<file path="config.mk">
export PLATFORM = sky130hd
export DESIGN_NAME = operand_read_scheduler_flat
export DESIGN_NICKNAME = d
export VERILOG_FILES = /design/src/rtl/operand_read_scheduler_pkg.sv /design/src/rtl/operand_read_scheduler_if.sv /design/src/rtl/opreq_rr_arbiter.sv /design/src/rtl/operand_read_scheduler.sv /design/src/flat_wrapper.sv
export SDC_FILE = /design/constraint.sdc
export NUM_CORES = 1
export LEC_CHECK = 0
export ABC_AREA = 1
export BUFFER_PORTS_ARGS = -buffer_cell sky130_fd_sc_hd__buf_2
export CORE_MARGIN = 2
export CORE_UTILIZATION = 58
export CTS_CLUSTER_SIZE = 16
export DETAILED_ROUTE_END_ITERATION = 7
export PLACE_DENSITY = 0.82
export REMOVE_ABC_BUFFERS = 1
export SLEW_MARGIN = 20
export SYNTH_ARGS = -nofsm -noshare
export SYNTH_HDL_FRONTEND = slang
export SYNTH_SLANG_ARGS = --single-unit
</file>
<file path="constraint.sdc">
create_clock -name clk_i -period 2.8 [get_ports clk_i]
set_input_delay 0.14 -clock clk_i [delete_from_list [all_inputs] [get_ports clk_i]]
set_output_delay 0.14 -clock clk_i [all_outputs]
set_load 0.01 [all_outputs]
</file>
<file path="src/rtl/operand_read_scheduler_pkg.sv">
// Shared types and helpers for the operand read scheduler that multiplexes one VRF read port.
// Build option OPREQ_FIXED_PRIO_EN (consumed by operand_read_scheduler) gives requester 0 absolute priority.
package operand_read_scheduler_pkg;

  localparam int unsigned OpreqNrReq     = 4;
  localparam int unsigned OpreqAddrWidth = 10;

  typedef logic [15:0] vlen_t;

  typedef enum logic [1:0] {
    EW8  = 2'd0,
    EW16 = 2'd1,
    EW32 = 2'd2,
    EW64 = 2'd3
  } vew_e;

  typedef enum logic [2:0] {
    OpQueueConversionNone = 3'd0,
    OpQueueConversionZExt2,
    OpQueueConversionSExt2,
    OpQueueConversionZExt4,
    OpQueueConversionSExt4,
    OpQueueConversionZExt8,
    OpQueueConversionSExt8
  } opqueue_conversion_e;

  typedef struct packed {
    vlen_t               vl;
    vew_e                eew;
    opqueue_conversion_e conv;
  } operand_queue_cmd_t;

  typedef struct packed {
    logic [OpreqAddrWidth-1:0] addr;
    vlen_t                     vl;
    vew_e                      eew;
    opqueue_conversion_e       conv;
  } opreq_req_t;

  typedef enum logic {
    OPREQ_IDLE = 1'b0,
    OPREQ_BUSY = 1'b1
  } opreq_state_e;

  function automatic int unsigned idx_width(int unsigned n);
    return (n > 1) ? unsigned'($clog2(n)) : 1;
  endfunction

  // 64-bit VRF words covering vl elements of the source width: ceil(vl * bytes / 8).
  function automatic vlen_t words_from_vl(vlen_t vl, vew_e eew);
    logic [18:0] bytes;
    bytes = 19'(vl) << eew;
    return vlen_t'((bytes + 19'd7) >> 3);
  endfunction

endpackage

</file>
<file path="src/rtl/operand_read_scheduler_if.sv">
// Bundle between the operand requesters / operand queues / VRF bank and the read scheduler.
// Handshakes: a request transfers on the edge where req_valid_i[k] & req_ready_o[k]; opq_cmd_valid_o and
// opq_issued_o are single-cycle pulses with no back-pressure; a VRF read happens when vrf_req_o & vrf_gnt_i.
interface operand_read_scheduler_if #(
  parameter int unsigned NrReq     = operand_read_scheduler_pkg::OpreqNrReq,
  parameter int unsigned AddrWidth = operand_read_scheduler_pkg::OpreqAddrWidth
);
  import operand_read_scheduler_pkg::*;

  localparam int unsigned IdxW = idx_width(NrReq);

  opreq_req_t         [NrReq-1:0] req_i;
  logic               [NrReq-1:0] req_valid_i;
  logic               [NrReq-1:0] req_ready_o;
  operand_queue_cmd_t [NrReq-1:0] opq_cmd_o;
  logic               [NrReq-1:0] opq_cmd_valid_o;
  logic               [NrReq-1:0] opq_ready_i;
  logic               [NrReq-1:0] opq_issued_o;
  logic                           vrf_req_o;
  logic               [AddrWidth-1:0] vrf_addr_o;
  logic                           vrf_gnt_i;
  logic               [IdxW-1:0]  vrf_dst_o;
  opreq_state_e       [NrReq-1:0] dbg_state_o;

  modport master (
    output req_i, req_valid_i, opq_ready_i, vrf_gnt_i,
    input  req_ready_o, opq_cmd_o, opq_cmd_valid_o, opq_issued_o,
           vrf_req_o, vrf_addr_o, vrf_dst_o, dbg_state_o
  );

  modport slave (
    input  req_i, req_valid_i, opq_ready_i, vrf_gnt_i,
    output req_ready_o, opq_cmd_o, opq_cmd_valid_o, opq_issued_o,
           vrf_req_o, vrf_addr_o, vrf_dst_o, dbg_state_o
  );

endinterface

</file>
<file path="src/rtl/opreq_rr_arbiter.sv">
// Round-robin arbiter: picks the first set request at or after the pointer, returns one-hot and index.
module opreq_rr_arbiter #(
  parameter int unsigned NrReq = 4,
  parameter int unsigned IdxW  = 2
) (
  input  logic [NrReq-1:0] req_i,
  input  logic [IdxW-1:0]  ptr_i,
  output logic [NrReq-1:0] gnt_o,
  output logic [IdxW-1:0]  idx_o
);

  logic            found;
  logic [IdxW-1:0] cand;

  always_comb begin
    gnt_o = '0;
    idx_o = '0;
    found = 1'b0;
    cand  = '0;
    for (int unsigned i = 0; i < NrReq; i++) begin
      cand = IdxW'((32'(ptr_i) + i) % NrReq);
      if (!found && req_i[cand]) begin
        gnt_o[cand] = 1'b1;
        idx_o       = cand;
        found       = 1'b1;
      end
    end
  end

endmodule

</file>
<file path="src/rtl/operand_read_scheduler.sv">
// Shares one VRF read port among NrReq operand requesters, honouring each operand queue's credit.
// Define OPREQ_FIXED_PRIO_EN to let requester 0 win whenever eligible (others stay round-robin).
module operand_read_scheduler
  import operand_read_scheduler_pkg::*;
#(
  parameter int unsigned NrReq     = OpreqNrReq,
  parameter int unsigned AddrWidth = OpreqAddrWidth
) (
  input  logic                   clk_i,
  input  logic                   rst_i,
  operand_read_scheduler_if.slave bus
);

  localparam int unsigned IdxW = idx_width(NrReq);
  localparam logic [NrReq-1:0] Req0Mask = NrReq'(1);

  typedef logic [AddrWidth-1:0] addr_t;

  opreq_state_e       state_q [NrReq];
  opreq_state_e       state_d [NrReq];
  addr_t              addr_q  [NrReq];
  addr_t              addr_d  [NrReq];
  vlen_t              rem_q   [NrReq];
  vlen_t              rem_d   [NrReq];
  operand_queue_cmd_t cmd_q   [NrReq];
  operand_queue_cmd_t cmd_d   [NrReq];
  logic [NrReq-1:0]   cmd_valid_q, cmd_valid_d;
  logic [IdxW-1:0]    rr_ptr_q, rr_ptr_d;

  logic [NrReq-1:0] eligible, arb_req, arb_gnt, winner_oh, issued;
  logic [IdxW-1:0]  arb_idx, winner_idx;
  logic             vrf_req, grant, advance_ptr;

  // Reset gates eligibility so an in-flight transfer produces no pulse during the reset cycle.
  always_comb begin
    eligible = '0;
    for (int k = 0; k < NrReq; k++) begin
      eligible[k] = !rst_i && (state_q[k] == OPREQ_BUSY) && (rem_q[k] != '0) && bus.opq_ready_i[k];
    end
  end

  opreq_rr_arbiter #(
    .NrReq (NrReq),
    .IdxW  (IdxW)
  ) i_arb (
    .req_i (arb_req),
    .ptr_i (rr_ptr_q),
    .gnt_o (arb_gnt),
    .idx_o (arb_idx)
  );

`ifdef OPREQ_FIXED_PRIO_EN
  assign arb_req = eligible & ~Req0Mask;

  always_comb begin
    winner_oh  = arb_gnt;
    winner_idx = arb_idx;
    if (eligible[0]) begin
      winner_oh  = Req0Mask;
      winner_idx = '0;
    end
  end

  assign advance_ptr = grant && (winner_idx != '0);
`else
  assign arb_req     = eligible;
  assign winner_oh   = arb_gnt;
  assign winner_idx  = arb_idx;
  assign advance_ptr = grant;
`endif

  assign vrf_req = |eligible;
  assign grant   = vrf_req & bus.vrf_gnt_i;
  assign issued  = grant ? winner_oh : '0;

  assign bus.vrf_req_o       = vrf_req;
  assign bus.vrf_addr_o      = vrf_req ? addr_q[winner_idx] : '0;
  assign bus.vrf_dst_o       = vrf_req ? winner_idx : '0;
  assign bus.opq_issued_o    = issued;
  assign bus.opq_cmd_valid_o = cmd_valid_q;

  always_comb begin
    bus.req_ready_o = '0;
    bus.opq_cmd_o   = '0;
    bus.dbg_state_o = '0;
    for (int k = 0; k < NrReq; k++) begin
      bus.req_ready_o[k] = (state_q[k] == OPREQ_IDLE);
      bus.opq_cmd_o[k]   = cmd_q[k];
      bus.dbg_state_o[k] = state_q[k];
    end
  end

  // Requester FSMs, address/remaining counters and the round-robin pointer.
  always_comb begin
    state_d     = state_q;
    addr_d      = addr_q;
    rem_d       = rem_q;
    cmd_d       = cmd_q;
    cmd_valid_d = '0;
    rr_ptr_d    = rr_ptr_q;
    for (int k = 0; k < NrReq; k++) begin
      unique case (state_q[k])
        OPREQ_IDLE: begin
          if (bus.req_valid_i[k] && (bus.req_i[k].vl != '0)) begin
            state_d[k]     = OPREQ_BUSY;
            addr_d[k]      = addr_t'(bus.req_i[k].addr);
            rem_d[k]       = words_from_vl(bus.req_i[k].vl, bus.req_i[k].eew);
            cmd_d[k]       = '{vl: bus.req_i[k].vl, eew: bus.req_i[k].eew, conv: bus.req_i[k].conv};
            cmd_valid_d[k] = 1'b1;
          end
        end
        OPREQ_BUSY: begin
          if (issued[k]) begin
            addr_d[k] = addr_q[k] + 1'b1;
            rem_d[k]  = rem_q[k] - 1'b1;
            if (rem_q[k] == vlen_t'(1)) state_d[k] = OPREQ_IDLE;
          end
        end
        default: state_d[k] = OPREQ_IDLE;
      endcase
    end
    if (advance_ptr) begin
      rr_ptr_d = (winner_idx == IdxW'(NrReq - 1)) ? '0 : winner_idx + 1'b1;
    end
  end

  always_ff @(posedge clk_i) begin
    if (rst_i) begin
      for (int k = 0; k < NrReq; k++) begin
        state_q[k] <= OPREQ_IDLE;
        addr_q[k]  <= '0;
        rem_q[k]   <= '0;
        cmd_q[k]   <= '0;
      end
      cmd_valid_q <= '0;
      rr_ptr_q    <= '0;
    end else begin
      state_q     <= state_d;
      addr_q      <= addr_d;
      rem_q       <= rem_d;
      cmd_q       <= cmd_d;
      cmd_valid_q <= cmd_valid_d;
      rr_ptr_q    <= rr_ptr_d;
    end
  end

endmodule

</file>
<file path="src/flat_wrapper.sv">
// flat-port wrapper written by rule: the top's interface ports become plain ports
module operand_read_scheduler_flat import operand_read_scheduler_pkg::*;
#(
  parameter int unsigned NrReq     = OpreqNrReq,
  parameter int unsigned AddrWidth = OpreqAddrWidth
)
  (clk_i, rst_i, bus_req_i, bus_req_valid_i, bus_opq_ready_i, bus_vrf_gnt_i, bus_req_ready_o, bus_opq_cmd_o, bus_opq_cmd_valid_o, bus_opq_issued_o, bus_vrf_req_o, bus_vrf_addr_o, bus_vrf_dst_o, bus_dbg_state_o);
  operand_read_scheduler_if #(.NrReq(NrReq), .AddrWidth(AddrWidth)) bus_i ();
  input  logic clk_i;
  input  logic rst_i;
  input wire logic [$bits(bus_i.req_i)-1:0] bus_req_i;
  input wire logic [$bits(bus_i.req_valid_i)-1:0] bus_req_valid_i;
  input wire logic [$bits(bus_i.opq_ready_i)-1:0] bus_opq_ready_i;
  input wire logic [$bits(bus_i.vrf_gnt_i)-1:0] bus_vrf_gnt_i;
  output wire logic [$bits(bus_i.req_ready_o)-1:0] bus_req_ready_o;
  output wire logic [$bits(bus_i.opq_cmd_o)-1:0] bus_opq_cmd_o;
  output wire logic [$bits(bus_i.opq_cmd_valid_o)-1:0] bus_opq_cmd_valid_o;
  output wire logic [$bits(bus_i.opq_issued_o)-1:0] bus_opq_issued_o;
  output wire logic [$bits(bus_i.vrf_req_o)-1:0] bus_vrf_req_o;
  output wire logic [$bits(bus_i.vrf_addr_o)-1:0] bus_vrf_addr_o;
  output wire logic [$bits(bus_i.vrf_dst_o)-1:0] bus_vrf_dst_o;
  output wire logic [$bits(bus_i.dbg_state_o)-1:0] bus_dbg_state_o;
  assign bus_i.req_i = bus_req_i;
  assign bus_i.req_valid_i = bus_req_valid_i;
  assign bus_i.opq_ready_i = bus_opq_ready_i;
  assign bus_i.vrf_gnt_i = bus_vrf_gnt_i;
  assign bus_req_ready_o = bus_i.req_ready_o;
  assign bus_opq_cmd_o = bus_i.opq_cmd_o;
  assign bus_opq_cmd_valid_o = bus_i.opq_cmd_valid_o;
  assign bus_opq_issued_o = bus_i.opq_issued_o;
  assign bus_vrf_req_o = bus_i.vrf_req_o;
  assign bus_vrf_addr_o = bus_i.vrf_addr_o;
  assign bus_vrf_dst_o = bus_i.vrf_dst_o;
  assign bus_dbg_state_o = bus_i.dbg_state_o;
  operand_read_scheduler #(.NrReq(NrReq), .AddrWidth(AddrWidth)) u_core (.clk_i(clk_i), .rst_i(rst_i), .bus(bus_i));
endmodule
</file>
==> impl_metrics.toml, run 1 <==
[timing]
fin_ws_ns = -0.05198
setup_viol = 5
worst_slew_pin_slew_ns = 0.8969
fmax_mhz = 350.6
finalHoldViolCount = 0
skew_ns = 0.01747
fin_worst_hold_slack_ns = 0.004498
slew_viol_final = 0
max_slew_margin_pct = 40.14
timing.final.crit_share_pct = 101.9
rsz0062_at_grt = "true"
fin_crit_ns = 2.852

[worst_setup_path]
r2r_setup_slack_ns = 0.18
crit_path_top_delay_cell = "o21ai_0"
cpPeakStageDelay_ns = 0.35
required_ns = 2.66
critPathLaunchType = "flip-flop"
reg2reg_from = "u_core.rem_q[24]"
crit_buf_inv = 3
arrival_ns = 2.71
worstPathCellList = "inv_2 -> ha_4 -> nand2_4 -> nor2_4 -> nand2_4 -> nand3_4 -> nand2_2 -> nand2_2 -> nand2_4 -> inv_2 -> nand3_2 -> nand3_4 -> nand2_8 -> o21ai_0 -> o22ai_2 -> buf_2"
r2r-end = "u_core.rem_q[57]"
critPathMostFrequentCell = "nand2_4"
critPathKind = "reg2out"
end_kind = "primary output"
ff2ff_path_depth = 18
path_max_fanout = 8
cpLargestDelayFamily = "simple AND/OR/NAND/NOR gates"

[global_route]
grtUsageMet3_pct = 4.520
grtUsageMet1_pct = 38.17
track_usage_pct = 33.13
grt-ovfl-total = 0
antenna_found_initial = 1
use_met2_pct = 60.87
grt_start_max_net_pins = 72
busiest_layer = "met2"
grt_pass1_wl_mm = 72.06
first_global_vias = 15730

[route]
drt-wirelength-per-cell_um = 14.79
drt-total-wl_mm = 44.85
num_vias = 16770
drc = 0
first_pass_iters = 6
ant_nets = 0
drt-initial-drc-count = 1551
vias_per_cell = 5.530

[layout]
syn_to_final_growth_pct = 25.20
utilization_pct = 73.90
drive_gt1_share_pct = 19.72
nets = 2850
final_cell_mix = "nand2_1, nor2_1, o21ai_0, buf_2, inv_1"
fill_cells = 2042
final_common_cell = "nand2_1"

[die]
die_area_um2 = 25950
pin_count = 248
die_w_um = 161.1
design.core.area_um2 = 24250
rows = 57
die_h_um = 161.1
start_util_pct = 59.02

[clock_network]
numCtsBuffers = 17
clock_latency_ns = 0.45
cts_htree_levels = 4
cts-root-buf = "clkbuf_16"
clockBufferDepth = 2
clk_pin_slew_ns = 0.08
cts_tree = "yes"
numClockSinks = 198

[hold_path]
hold_path_depth = 3
worstHoldEndpoint = "u_core.bus.opq_cmd_o[6]"
hp-class = "in2reg"
hold_start = "bus_req_i[6]"

[synth]
ys_ff_latch = 198
seq_area_frac_synth_pct = 27.69
synth_edf_count = 0
syn_avg_cell_area_um2 = 5.964
synth.distinct_cells = 42
syn_inst = 2400
synth_warnings = 0
yosysTopAreaCell = "dfxtp_1"
netlist_area_um2 = 14310
synth-main-ff-cell = "dfxtp_1"
synth.top_cell.area_share_pct = 27.69
synth_top_cells_by_area = "dfxtp_1, nand2_1, o21ai_0, nor2_1, a21oi_1"
async_flop_share_pct = 0

[power]
finalPower_w = 0.009045
p_per_area_nw_per_um2 = 504.8
peakVddDrop_mv = 0.2990
leakage_nw = 8.665

[place]
place_hpwl_mm = 30.12
pre_cts_ws_ns = -0.02454
globalplace.congestion = 0.9505
numPortBuffers = 247

[run_status]
violations = "negative setup slack"
run_status = "finished, violations left"

[flow_run]
max_cap_viol_count = 0
per-stage QoR:
step                      setup TNS [ns]  instance area (µm²)  cells
after floorplan                  -159.09                13720   2274
after global placement                 0                15800   2893
after detailed placement        -0.05887                15800   2893
after CTS                       -0.01143                17550   3020
after global routing              -1.285                17920   3033
final                            -0.1191                17920   3033
cell families after synthesis:
group           share of synthesized area, %
xor+xnor                               3.794
compound gates                         18.77
buf+inv                                10.02
mux                                   0.6295
flops                                  27.69
fa+ha+maj                              1.748
simple gates                           37.35
Yosys cell counts (8+ instances only):
cell      instances
a21oi_1         194
a31oi_1          15
buf_1             9
buf_2            30
clkbuf_1         73
dfxtp_1         198
ha_1             20
inv_1           215
mux2i_1           9
nand2_1         572
nand2_2          11
nand3_1         183
nand3_2          12
nand3b_1         21
nand4_1          16
nor2_1          326
nor2_2           12
nor3_1           36
nor4_1           21
o21ai_0         283
o21ai_1           8
or2_2            10
xnor2_1          20
xor2_1           42
registers in the layout, summed over array words and instances, names as in the netlist:
| signal | flops |
|---|---|
| u_core.bus.opq_cmd_o | 84 |
| u_core.rem_q | 64 |
| u_core.addr_q | 40 |
| u_core.bus.dbg_state_o | 4 |
| u_core.bus.opq_cmd_valid_o | 4 |
| u_core.rr_ptr_q | 2 |
worst min-delay path, stage by stage:
cell     delay, ns
buf_2         0.11
o21ai_0       0.09
nor2_1        0.08
cell type report:
cell class / instances / area [µm²] / share of cell area, %
Multi-Input combinational cell: 1853 / 9468 / 52.83
Antenna cell: 1 / 2.502 / 0.01396
Sequential cell: 198 / 3988 / 22.25
Clock inverter: 9 / 113.9 / 0.6354
Clock buffer: 23 / 488.0 / 2.723
Tap cell: 324 / 405.4 / 2.262
Inverter: 225 / 849.6 / 4.741
Timing Repair Buffer: 400 / 2605 / 14.54
timing repair:
action,4_1_cts,5_1_grt
hold endpoints to repair,62,0
setup buffers,31,12
cloned,2,0
pin swaps,42,33
setup endpoints to repair,11,17
gates resized for setup,80,80
hold buffers,62,0
power by group:
group	internal, W	total, W	switching [W]
Sequential	0.00310	0.00332	0.000226
Combinational	0.00121	0.00313	0.00191
Clock	0.00142	0.00260	0.00117
Total	0.00573	0.00905	0.00331
routing by layer:
metal | vias to the layer above | share of wire [%]
met5 | - | 0
met4 | 0 | 3.9
met3 | 128 | 5.3
met2 | 582 | 50
met1 | 7630 | 41
li1 | 8432 | -
worst max path at each step:
stage / startpoint / slack [ns] / end / depth (start not counted)
2_1_floorplan: u_core.bus.dbg_state_o[2] / -1.09 / u_core.bus.opq_cmd_o[45] / 5
3_3_place_gp: u_core.rem_q[48] / 0.03 / bus_vrf_addr_o[0] / 18
3_5_place_dp: u_core.rem_q[32] / -0.02 / bus_vrf_addr_o[9] / 17
4_1_cts: u_core.rem_q[49] / -0.007 / bus_vrf_addr_o[0] / 18
5_1_grt: u_core.rem_q[4] / -0.15 / bus_vrf_addr_o[4] / 15
6_report: u_core.rem_q[1] / -0.05 / bus_vrf_addr_o[4] / 16
(Power assumes the default switching activity.)
==> inputs of run 2 (changes only) <==
--- a/config.mk
+++ b/config.mk
@@ -11,7 +11,7 @@
 export CORE_UTILIZATION = 58
 export CTS_CLUSTER_SIZE = 16
 export DETAILED_ROUTE_END_ITERATION = 7
-export PLACE_DENSITY = 0.82
+export PLACE_DENSITY_LB_ADDON = 0.2
 export REMOVE_ABC_BUFFERS = 1
 export SLEW_MARGIN = 20
 export SYNTH_ARGS = -nofsm -noshare
==> constraint.sdc (replaced) <==
create_clock -name clk_i -period 3.2 [get_ports clk_i]
set_input_delay 0.16 -clock clk_i [delete_from_list [all_inputs] [get_ports clk_i]]
set_output_delay 0.16 -clock clk_i [all_outputs]
set_load 0.01 [all_outputs]
==> run 2 against run 1 <==
Compared with the run above:
- the flow now finishes without violations
- routed wire length is 5.7% lower
- global-route usage is 1.6 points lower
- sequential cell count stayed put
- worst hold slack worse by 0.0041 ns
==> impl_metrics.toml, run 2 (synthesized netlist as in run 1, its figures left out) <==
[clock_network]
numClockSinks = 198
cts-root-buf = "clkbuf_16"
numCtsBuffers = 17
clk_pin_slew_ns = 0.07
clockBufferDepth = 2
cts_htree_levels = 4
clock_latency_ns = 0.45
cts_tree = "yes"

[power]
leakage_nw = 8.253
p_per_area_nw_per_um2 = 449.2
finalPower_w = 0.007649
peakVddDrop_mv = 0.2879

[layout]
drive_gt1_share_pct = 15.97
final_cell_mix = "nand2_1, nor2_1, o21ai_0, buf_2, inv_1"
final_cell_area_um2 = 17030
nets = 2791
syn_to_final_growth_pct = 18.98
largest_reg_flops = 84
final_common_cell = "nand2_1"

[timing]
skew_ns = 0.02020
setup_viol = 0
final.setup.tns_ns = 0
fin_crit_ns = 3.149
fmax_mhz = 317.6
slew_viol_final = 0
timing.final.crit_share_pct = 98.39
worst_slew_pin_slew_ns = 0.9396
max_slew_margin_pct = 37.36
fin_ws_ns = 0.05140
finalHoldViolCount = 0

[global_route]
first_global_vias = 14920
grt-ovfl-total = 0
track_usage_pct = 31.51
grt_pass1_wl_mm = 68.93
antenna_found_initial = 2
grt_start_max_net_pins = 87

[route]
num_vias = 16380
drt-initial-drc-count = 1410
drt-total-wl_mm = 42.28
first_pass_iters = 5
vias_per_cell = 5.506
drc = 0
drt-wirelength-per-cell_um = 14.22
ant_nets = 0

[die]
die_h_um = 161.1
rows = 57
design.core.area_um2 = 24250
start_util_pct = 59.02
pin_count = 248
die_area_um2 = 25950
die_w_um = 161.1

[flow_run]
max_cap_viol_count = 0

[worst_setup_path]
end_kind = "primary output"
crit_path_top_delay_cell = "dfxtp_1"
cpLargestDelayFamily = "simple AND/OR/NAND/NOR gates"
critPathKind = "reg2out"
arrival_ns = 2.99
required_ns = 3.04
worstPathCellList = "inv_1 -> ha_4 -> nand2_2 -> nor2_4 -> nand2_2 -> nand3_1 -> nand2_2 -> nand2_1 -> nand2_2 -> nand3_1 -> nand3_4 -> nand2_8 -> inv_1 -> o21ai_1 -> o21ai_2 -> buf_2"
crit_buf_inv = 3
path_max_fanout = 9
critPathMostFrequentCell = "nand2_2"
critPathLaunchType = "flip-flop"
cpPeakStageDelay_ns = 0.36

[place]
place_hpwl_mm = 29.52
numPortBuffers = 247
pre_cts_ws_ns = 0.2650
globalplace.congestion = 0.9199
place_area_um2 = 15660

[hold_path]
hp-class = "in2reg"

[run_status]
run_status = "finished clean"
run 2: stage by stage:
stage	instances	util (%)	hold WS, ns
3_3_place_gp	2879	64.56	0.4070
4_1_cts	2959	69.26	0.00009942
2_1_floorplan	2274	-	0.2291
6_report	2974	70.23	0.0003820
5_1_grt	2973	70.22	0.01366
3_5_place_dp	2879	64.56	0.4181
run 2: report_power, final:
group / leakage, nW / switching, W / internal [W]
clock network: 0.292 / 0.00106 / 0.00121
registers: 1.64 / 0.000195 / 0.00270
logic: 6.32 / 0.00156 / 0.000925
total: 8.25 / 0.00281 / 0.00484
run 2: what timing repair did:
item                                   4_1_cts  5_1_grt
endpoints found under the hold margin       46        0
hold buffers                                46        0
pin swaps                                    4        9
setup endpoints to repair                   10       10
resized for setup                           15       33
buffers inserted                             1       13
cloned                                       1        1
run 2: layer usage:
metal	vias up	wire length, µm	track usage (%)	part of all wire, %
li1	8312	-	-	-
met1	7334	17660	37.75	42
met2	616	20240	56.28	48
met3	114	2746	5.444	6.5
met4	0	1634	12.09	3.9
met5	-	0	0	0
run 2: worst min-delay path: stages:
cell,delay (ns)
buf_2,0.09
inv_1,0.06
a21oi_1,0.11
run 2: path summary, 6_finish.rpt:
kind / from / end / slack (ns) / cells past startpoint
max: u_core.rem_q[1] / bus_vrf_addr_o[8] / 0.05 / 16
max reg2reg: u_core.rem_q[1] / u_core.addr_q[31] / 0.36 / 18
min reg2reg: u_core.bus.opq_cmd_o[0] / u_core.bus.opq_cmd_o[0] / 0.48 / 2
min: bus_req_i[105] / u_core.bus.opq_cmd_o[75] / 0.0004 / 3
run 2: cell type report:
type | count | area, µm²
multi-input combinational | 1852 | 9099
fill | 2172 | 7219
sequential | 198 | 3966
timing repair buffer | 342 | 2106
inverter | 225 | 852.1
clock buffer | 19 | 452.9
tap | 324 | 405.4
clock inverter | 13 | 145.1
antenna | 1 | 2.502
